## config.mk

```make
export PLATFORM = sky130hd
export DESIGN_NAME = response_deserializer
export DESIGN_NICKNAME = d
export VERILOG_FILES = /design/src/rtl/response_deserializer.sv
export SDC_FILE = /design/constraint.sdc
export NUM_CORES = 1
export LEC_CHECK = 0
export BUFFER_PORTS_ARGS = -buffer_cell sky130_fd_sc_hd__buf_2
export CORE_MARGIN = 2
export CORE_UTILIZATION = 55
export CTS_CLUSTER_DIAMETER = 100
export DETAILED_ROUTE_END_ITERATION = 16
export MAX_ROUTING_LAYER = met4
export PLACE_DENSITY = 0.75
export SYNTH_ARGS = -nofsm -noshare
export SYNTH_HDL_FRONTEND = slang
export SYNTH_SLANG_ARGS = --single-unit
export TNS_END_PERCENT = 20
```

## constraint.sdc

```tcl
create_clock -name clk -period 4.4 [get_ports clk]
set_input_delay 0.88 -clock clk [delete_from_list [all_inputs] [get_ports clk]]
set_output_delay 0.88 -clock clk [all_outputs]
set_load 0.01 [all_outputs]
```

## src/rtl/response_deserializer.sv

```systemverilog
// Serial response receiver: waits for a start bit on the CMD line, shifts in a
// fixed-length frame MSB first, then reports CRC7, framing and timeout status.
module response_deserializer #(
  parameter int BITS         = 48,
  parameter int BITS_COUNTER = 6,
  parameter int NCR_MAX      = 64
) (
  input  logic            clk,
  input  logic            reset,
  input  logic            arm,
  input  logic            crc_en,
  input  logic            cmd_in,
  output logic [BITS-1:0] response,
  output logic            done,
  output logic            crc_err,
  output logic            frame_err,
  output logic            timeout,
  output logic            busy
);

  localparam int WAIT_W = $clog2(NCR_MAX + 1);

  typedef enum logic [1:0] {
    IDLE,
    WAIT_START,
    RECEIVE,
    DONE
  } state_t;

  state_t                  r_state;
  state_t                  w_next;
  logic [BITS-1:0]         r_resp;
  logic [BITS_COUNTER-1:0] r_bitcnt;
  logic [WAIT_W-1:0]       r_wait;
  logic [6:0]              r_crc;
  logic                    r_crc_en;
  logic                    r_timeout;
  logic                    w_wait_last;
  logic                    w_frame_full;
  logic                    w_crc_bit;

  // x^7 + x^3 + 1, one message bit per call
  function automatic logic [6:0] crc7_step(input logic [6:0] crc, input logic b);
    logic fb;
    fb = crc[6] ^ b;
    return {crc[5:0], 1'b0} ^ (fb ? 7'h09 : 7'h00);
  endfunction

  assign w_wait_last  = (r_wait == WAIT_W'(NCR_MAX - 1));
  assign w_frame_full = (r_bitcnt == BITS_COUNTER'(BITS));
  // Only bits BITS-1..8 feed the CRC; the last eight are CRC field and end bit.
  assign w_crc_bit    = (r_bitcnt < BITS_COUNTER'(BITS - 8));

  always_comb begin
    w_next = r_state;
    case (r_state)
      IDLE:       if (arm) w_next = WAIT_START;
      WAIT_START: begin
        if (!cmd_in)          w_next = RECEIVE;
        else if (w_wait_last) w_next = DONE;
      end
      RECEIVE:    if (w_frame_full) w_next = DONE;
      DONE:       w_next = IDLE;
      default:    w_next = IDLE;
    endcase
  end

  always_ff @(posedge clk) begin
    if (reset) begin
      r_state   <= IDLE;
      r_resp    <= '0;
      r_bitcnt  <= '0;
      r_wait    <= '0;
      r_crc     <= '0;
      r_crc_en  <= 1'b0;
      r_timeout <= 1'b0;
    end else begin
      r_state <= w_next;
      case (r_state)
        IDLE: begin
          if (arm) begin
            r_resp    <= '0;
            r_bitcnt  <= '0;
            r_wait    <= '0;
            r_crc     <= '0;
            r_crc_en  <= crc_en;
            r_timeout <= 1'b0;
          end
        end
        WAIT_START: begin
          if (!cmd_in) begin
            r_resp   <= {r_resp[BITS-2:0], cmd_in};
            r_bitcnt <= BITS_COUNTER'(1);
            r_crc    <= crc7_step(r_crc, cmd_in);
          end else begin
            r_wait <= r_wait + 1'b1;
            if (w_wait_last) r_timeout <= 1'b1;
          end
        end
        RECEIVE: begin
          if (!w_frame_full) begin
            r_resp   <= {r_resp[BITS-2:0], cmd_in};
            r_bitcnt <= r_bitcnt + 1'b1;
            if (w_crc_bit) r_crc <= crc7_step(r_crc, cmd_in);
          end
        end
        default: ;
      endcase
    end
  end

  assign response  = r_resp;
  assign done      = (r_state == DONE);
  assign busy      = (r_state != IDLE);
  assign timeout   = done & r_timeout;
  // A timed-out reception has an all-zero response, so framing/CRC are masked.
  assign frame_err = done & ~r_timeout &
                     (r_resp[BITS-1] | r_resp[BITS-2] | ~r_resp[0]);
  assign crc_err   = done & ~r_timeout & r_crc_en & (r_crc != r_resp[7:1]);

endmodule

```

### Word-level counts from Yosys, hierarchy flattened

Cells that the tools add are included.
W data, S select, Z words.

* register bits after elaboration: 72
* bits of input ports: 5

* $add $sub $neg: 2
* magnitude comparators: 1
* eq/ne operators: 14
* muxes and demuxes: 25
* bitwise logic cells: 11
* reductions and logical operators: 10

Operator list (number)
* $mux W48: 3
* $pmux W48 S3: 1
* $mux W7: 5
* $pmux W7 S3: 1
* $mux W6: 3
* $pmux W6 S3: 1
* $ne A2 B2 Y1 const B: 7
* $pmux W7 S2: 1
* $mux W2: 4
* $pmux W2 S4: 1
* $reduce_and A4 Y1: 2
* $add A7 B1 Y7 const B: 1
* $eq A7 B6 Y1 const B: 1
* $ne A7 B7 Y1: 1
* $xor A7 B4 Y7: 1
* $add A6 B1 Y6 const B: 1
* $eq A6 B6 Y1 const B: 1
* $lt A6 B6 Y1 const B: 1
* $reduce_and A3 Y1: 2
* $and A1 B1 Y1: 5
* $reduce_and A5 Y1: 1
* $eq A2 B2 Y1 const B: 2
* $mux W4: 1
* $reduce_bool A2 Y1: 2
* 10 further kinds: 14

### Logic depth before layout (Yosys ltp)

* word-level depth: 6
* depth in mapped cells: 8
* mapped depth without buffers: 6

### Worst setup path before layout

Ideal clock, no wire load.

* path kind: input-to-reg
* start point: in cmd_in
* end point: reg r_bitcnt[4]
* setup time: 0.101 ns
* arrival time: 1.901 ns
* required time: 4.299 ns
* slack: 2.398 ns
* stages on the path: 4
* path buffers: 0
* path through: nand2_1 > nand3_1 > or3_4 > o41ai_1

* longest elaborated chain between the ends: 2

RTL lines
* start, declared: line 12 `input logic cmd_in,`
* $ne A2 B2 Y1 (no source line)
* $reduce_and A4 Y1 (no source line)
* end signal, assigned: line 103 `r_bitcnt <= r_bitcnt + 1'b1;`
* end, declared: line 33 `logic [BITS_COUNTER-1:0] r_bitcnt;`

No other way between the ends.
A chain may end at the register's enable or synchronous reset.

### Final worst setup path

* start point: reg r_state[1]
* end point: reg r_bitcnt[4]

* longest elaborated chain between the ends: 3

RTL lines
* start, declared: line 30 `state_t r_state;`
* start signal, assigned: line 78 `r_state <= w_next;`
* $eq A2 B2 Y1 (tied with other cells): line 79 `case (r_state)`
* $ne A2 B2 Y1 (no source line) or $reduce_bool A3 Y1 (tied branches)
* $reduce_and A4 Y1 (no source line)

Several ways; a longest one is shown, not always the timed one.

==> impl_metrics.py <==
metrics = {
    "run_status": {
        "status": "finished, final reports clean",
    },
    "pwr": {
        "swShare_pct": 36.9,
        "p_total_uw": 1820,
        "switchingPower_uw": 671,
        "ir_drop_v": 0.000270,
        "p_comb_share_pct": 28.9,
        "p_leak_uw": 0.00143,
        "power_density_nw_per_um2": 482,
        "clkPwrFrac_pct": 32.8,
        "intPower_uw": 1140,
        "pwr-share-seq_pct": 38.2,
    },
    "drt": {
        "wirelength_um": 8110,
        "drtIter0Drc": 273,
        "ant_nets": 0,
        "avgRoutedWirePerCell_um": 15.9,
        "drt_first_pass_iters": 4,
        "viasPerCell": 6.22,
        "drcViolationCount": 0,
        "via_count": 3164,
    },
    "place": {
        "place.gp.congestion": 0.872,
        "dp_hpwl_um": 4780,
        "dpl_cell_area_um2": 3530,
        "dpl.cell_count": 493,
        "dpl_worst_slack_ns": 1.48,
        "port_buffers": 57,
    },
    "cts": {
        "cts_made_buffers": 9,
        "clkLatencyLatePin_ns": 0.34,
        "cts_tree": "built",
        "cts_sinks": 72,
        "htree_levels": 3,
        "clockRootBuffer": "clkbuf_8",
        "postCtsSetupBuffers": 0,
        "clk_pin_slew_worst_paths_ns": 0.07,
        "clockBufferDepth": 2,
        "hold_buffers": 0,
        "cts_resized": 0,
    },
    "grt": {
        "gr-total-overflow": 0,
        "grt_pass1_wl_um": 13100,
        "grt_use_total_pct": 25.8,
        "grt_pass1_vias": 2803,
        "antenna_found_initial": 0,
        "grt_max_degree": 66,
    },
    "logic_synthesis": {
        "netlist_instances": 392,
        "synth_seq_cells": 72,
        "synth_top_family_by_area": "compound AO/OA/AOI/OAI gates",
        "syn_area_um2": 3260,
        "synth_edf_count": 0,
        "synth_seq_area_share_pct": 44.2,
        "synth_mux_area_share_pct": 0.920,
        "synth-simple-area-share_pct": 20.8,
        "syn_nets": 405,
        "ys_top_cells_by_area": "dfxtp_1, nand4_1, a21oi_1",
        "ys.flop_type": "dfxtp_1",
        "synth_area_per_cell_um2": 8.33,
        "synth.distinct_cells": 47,
        "synth-xor-area-share_pct": 3.49,
        "synth_top_cell_by_area": "dfxtp_1",
        "synthAdderAreaFrac_pct": 3.07,
        "async_flop_share_pct": 0,
        "synth_top_area_share_pct": 44.2,
        "synth_compound_area_share_pct": 21.6,
        "yosysWarnings": 0,
    },
    "layout": {
        "multi_input_area_um2": 1630,
        "drive_above_1_share_pct": 18.9,
        "fin_nets": 442,
        "syn2layout_area_growth_pct": 15.3,
        "antenna_cells": 0,
        "fin_area_um2": 3760,
        "fill_cells": 528,
        "finalNonFillerCells": 509,
        "seqCellArea_um2": 1440,
    },
    "hold_path": {
        "holdCritPathClass": "reg -> reg",
    },
    "timing": {
        "finalHoldViolations": 0,
        "finClkSkew_ns": 0.00776,
        "fmax_ghz": 0.363,
        "finalCritPeriodShare_pct": 62.6,
        "fin_crit_ns": 2.76,
        "setup-tns-final_ns": 0,
        "worst_pin_slew_ns": 0.921,
        "rsz0062_at_grt": "no",
        "setup_slack_ns": 1.64,
        "slew_violations": 0,
        "setup_violations": 0,
        "max_slew_margin_pct": 38.4,
    },
    "setup_path": {
        "start_kind": "flip-flop",
        "worstPathRequired_ns": 4.63,
        "cp-end-kind": "flip-flop",
        "cp_max_fo": 25,
        "arrival_ns": 2.99,
        "path_class": "reg -> reg",
    },
    "run": {
        "drv_cap": 0,
    },
    "floorplan": {
        "dieArea_um2": 6570,
        "initial_core_util_pct": 56.1,
        "placementRows": 28,
        "core_um2": 5820,
        "die_w_um": 81.0,
        "die_h_um": 81.0,
        "ios": 58,
    },
}
-- cell families after synthesis --
family | Yosys count
simple gates | 119
xor+xnor | 13
buf+inv | 47
fa+ha+maj | 8
mux | 3
flops | 72
compound gates | 130
-- synthesized netlist by cell type (4+ instances only) --
library cell  count
nor3_1            5
dfxtp_1          72
o21ai_0          51
a21oi_1          61
nand2_1          14
nor2_1           12
nand4_1          49
ha_1              8
xnor2_1           9
xor2_1            4
nand3_1          16
inv_1            10
clkbuf_1         32
-- state kept, by name (all words and copies together) (netlist names) --
register	count
r_crc_en	1
r_bitcnt	6
r_crc	7
response	48
r_state	2
r_wait	7
r_timeout	1
-- worst paths after layout --
path	slack [ns]	from	to	depth (start not counted)
min reg2reg	0.48	response[14]	response[15]	2
max	1.64	r_state[1]	r_bitcnt[4]	6
max reg2reg	1.64	r_state[1]	r_bitcnt[4]	6
min	0.48	response[14]	response[15]	2
-- metrics by stage --
stage / hold WS (ns) / util (%)
after CTS: 0.485 / 64.7
final: 0.483 / 64.7
after floorplan: 0.437 / -
after global placement: 0.448 / 60.7
after global routing: 0.494 / 64.7
after detailed placement: 0.473 / 60.7
-- power by group through the flow --
stage / clock network [uW] / logic (uW) / registers (uW)
3_5_place_dp: 0 / 505 / 708
3_3_place_gp: 0 / 496 / 707
6_report: 596 / 525 / 694
4_1_cts: 601 / 515 / 694
2_1_floorplan: 0 / 386 / 703
5_1_grt: 631 / 565 / 696
-- worst max-delay path: stages, from the launching register on --
cell and delay, ns:
dfxtp_1 0.43, inv_1 0.10, ha_1 0.29, nand2_1 0.17
nand3_1 0.67, or3_4 0.67, o41ai_1 0.32
-- metal layers --
layer	global-route usage, %	wire, um
met2	39.3	3850
met3	4.11	444
met5	-	0
met1	34.7	3690
met4	9.49	123
-- cell usage in the layout (no fill, tap or decap), drive strengths merged, types with 10 or more instances in the layout --
master / instances
dfxtp: 72
buf: 62
a21oi: 61
o21ai: 52
nand4: 49
nand3: 16
nand2: 14
nor2: 12
clkbuf: 12
inv: 10
-- cell type report --
class	instances	area share (%)
clock buffers	12	4.12
multi-input cells	273	43.4
repair buffers	62	8.58
clock inverters	4	2.03
well taps	75	2.49
flip-flops and latches	72	38.3
inverters	11	1.10
Power figures use the tool's default switching activity.
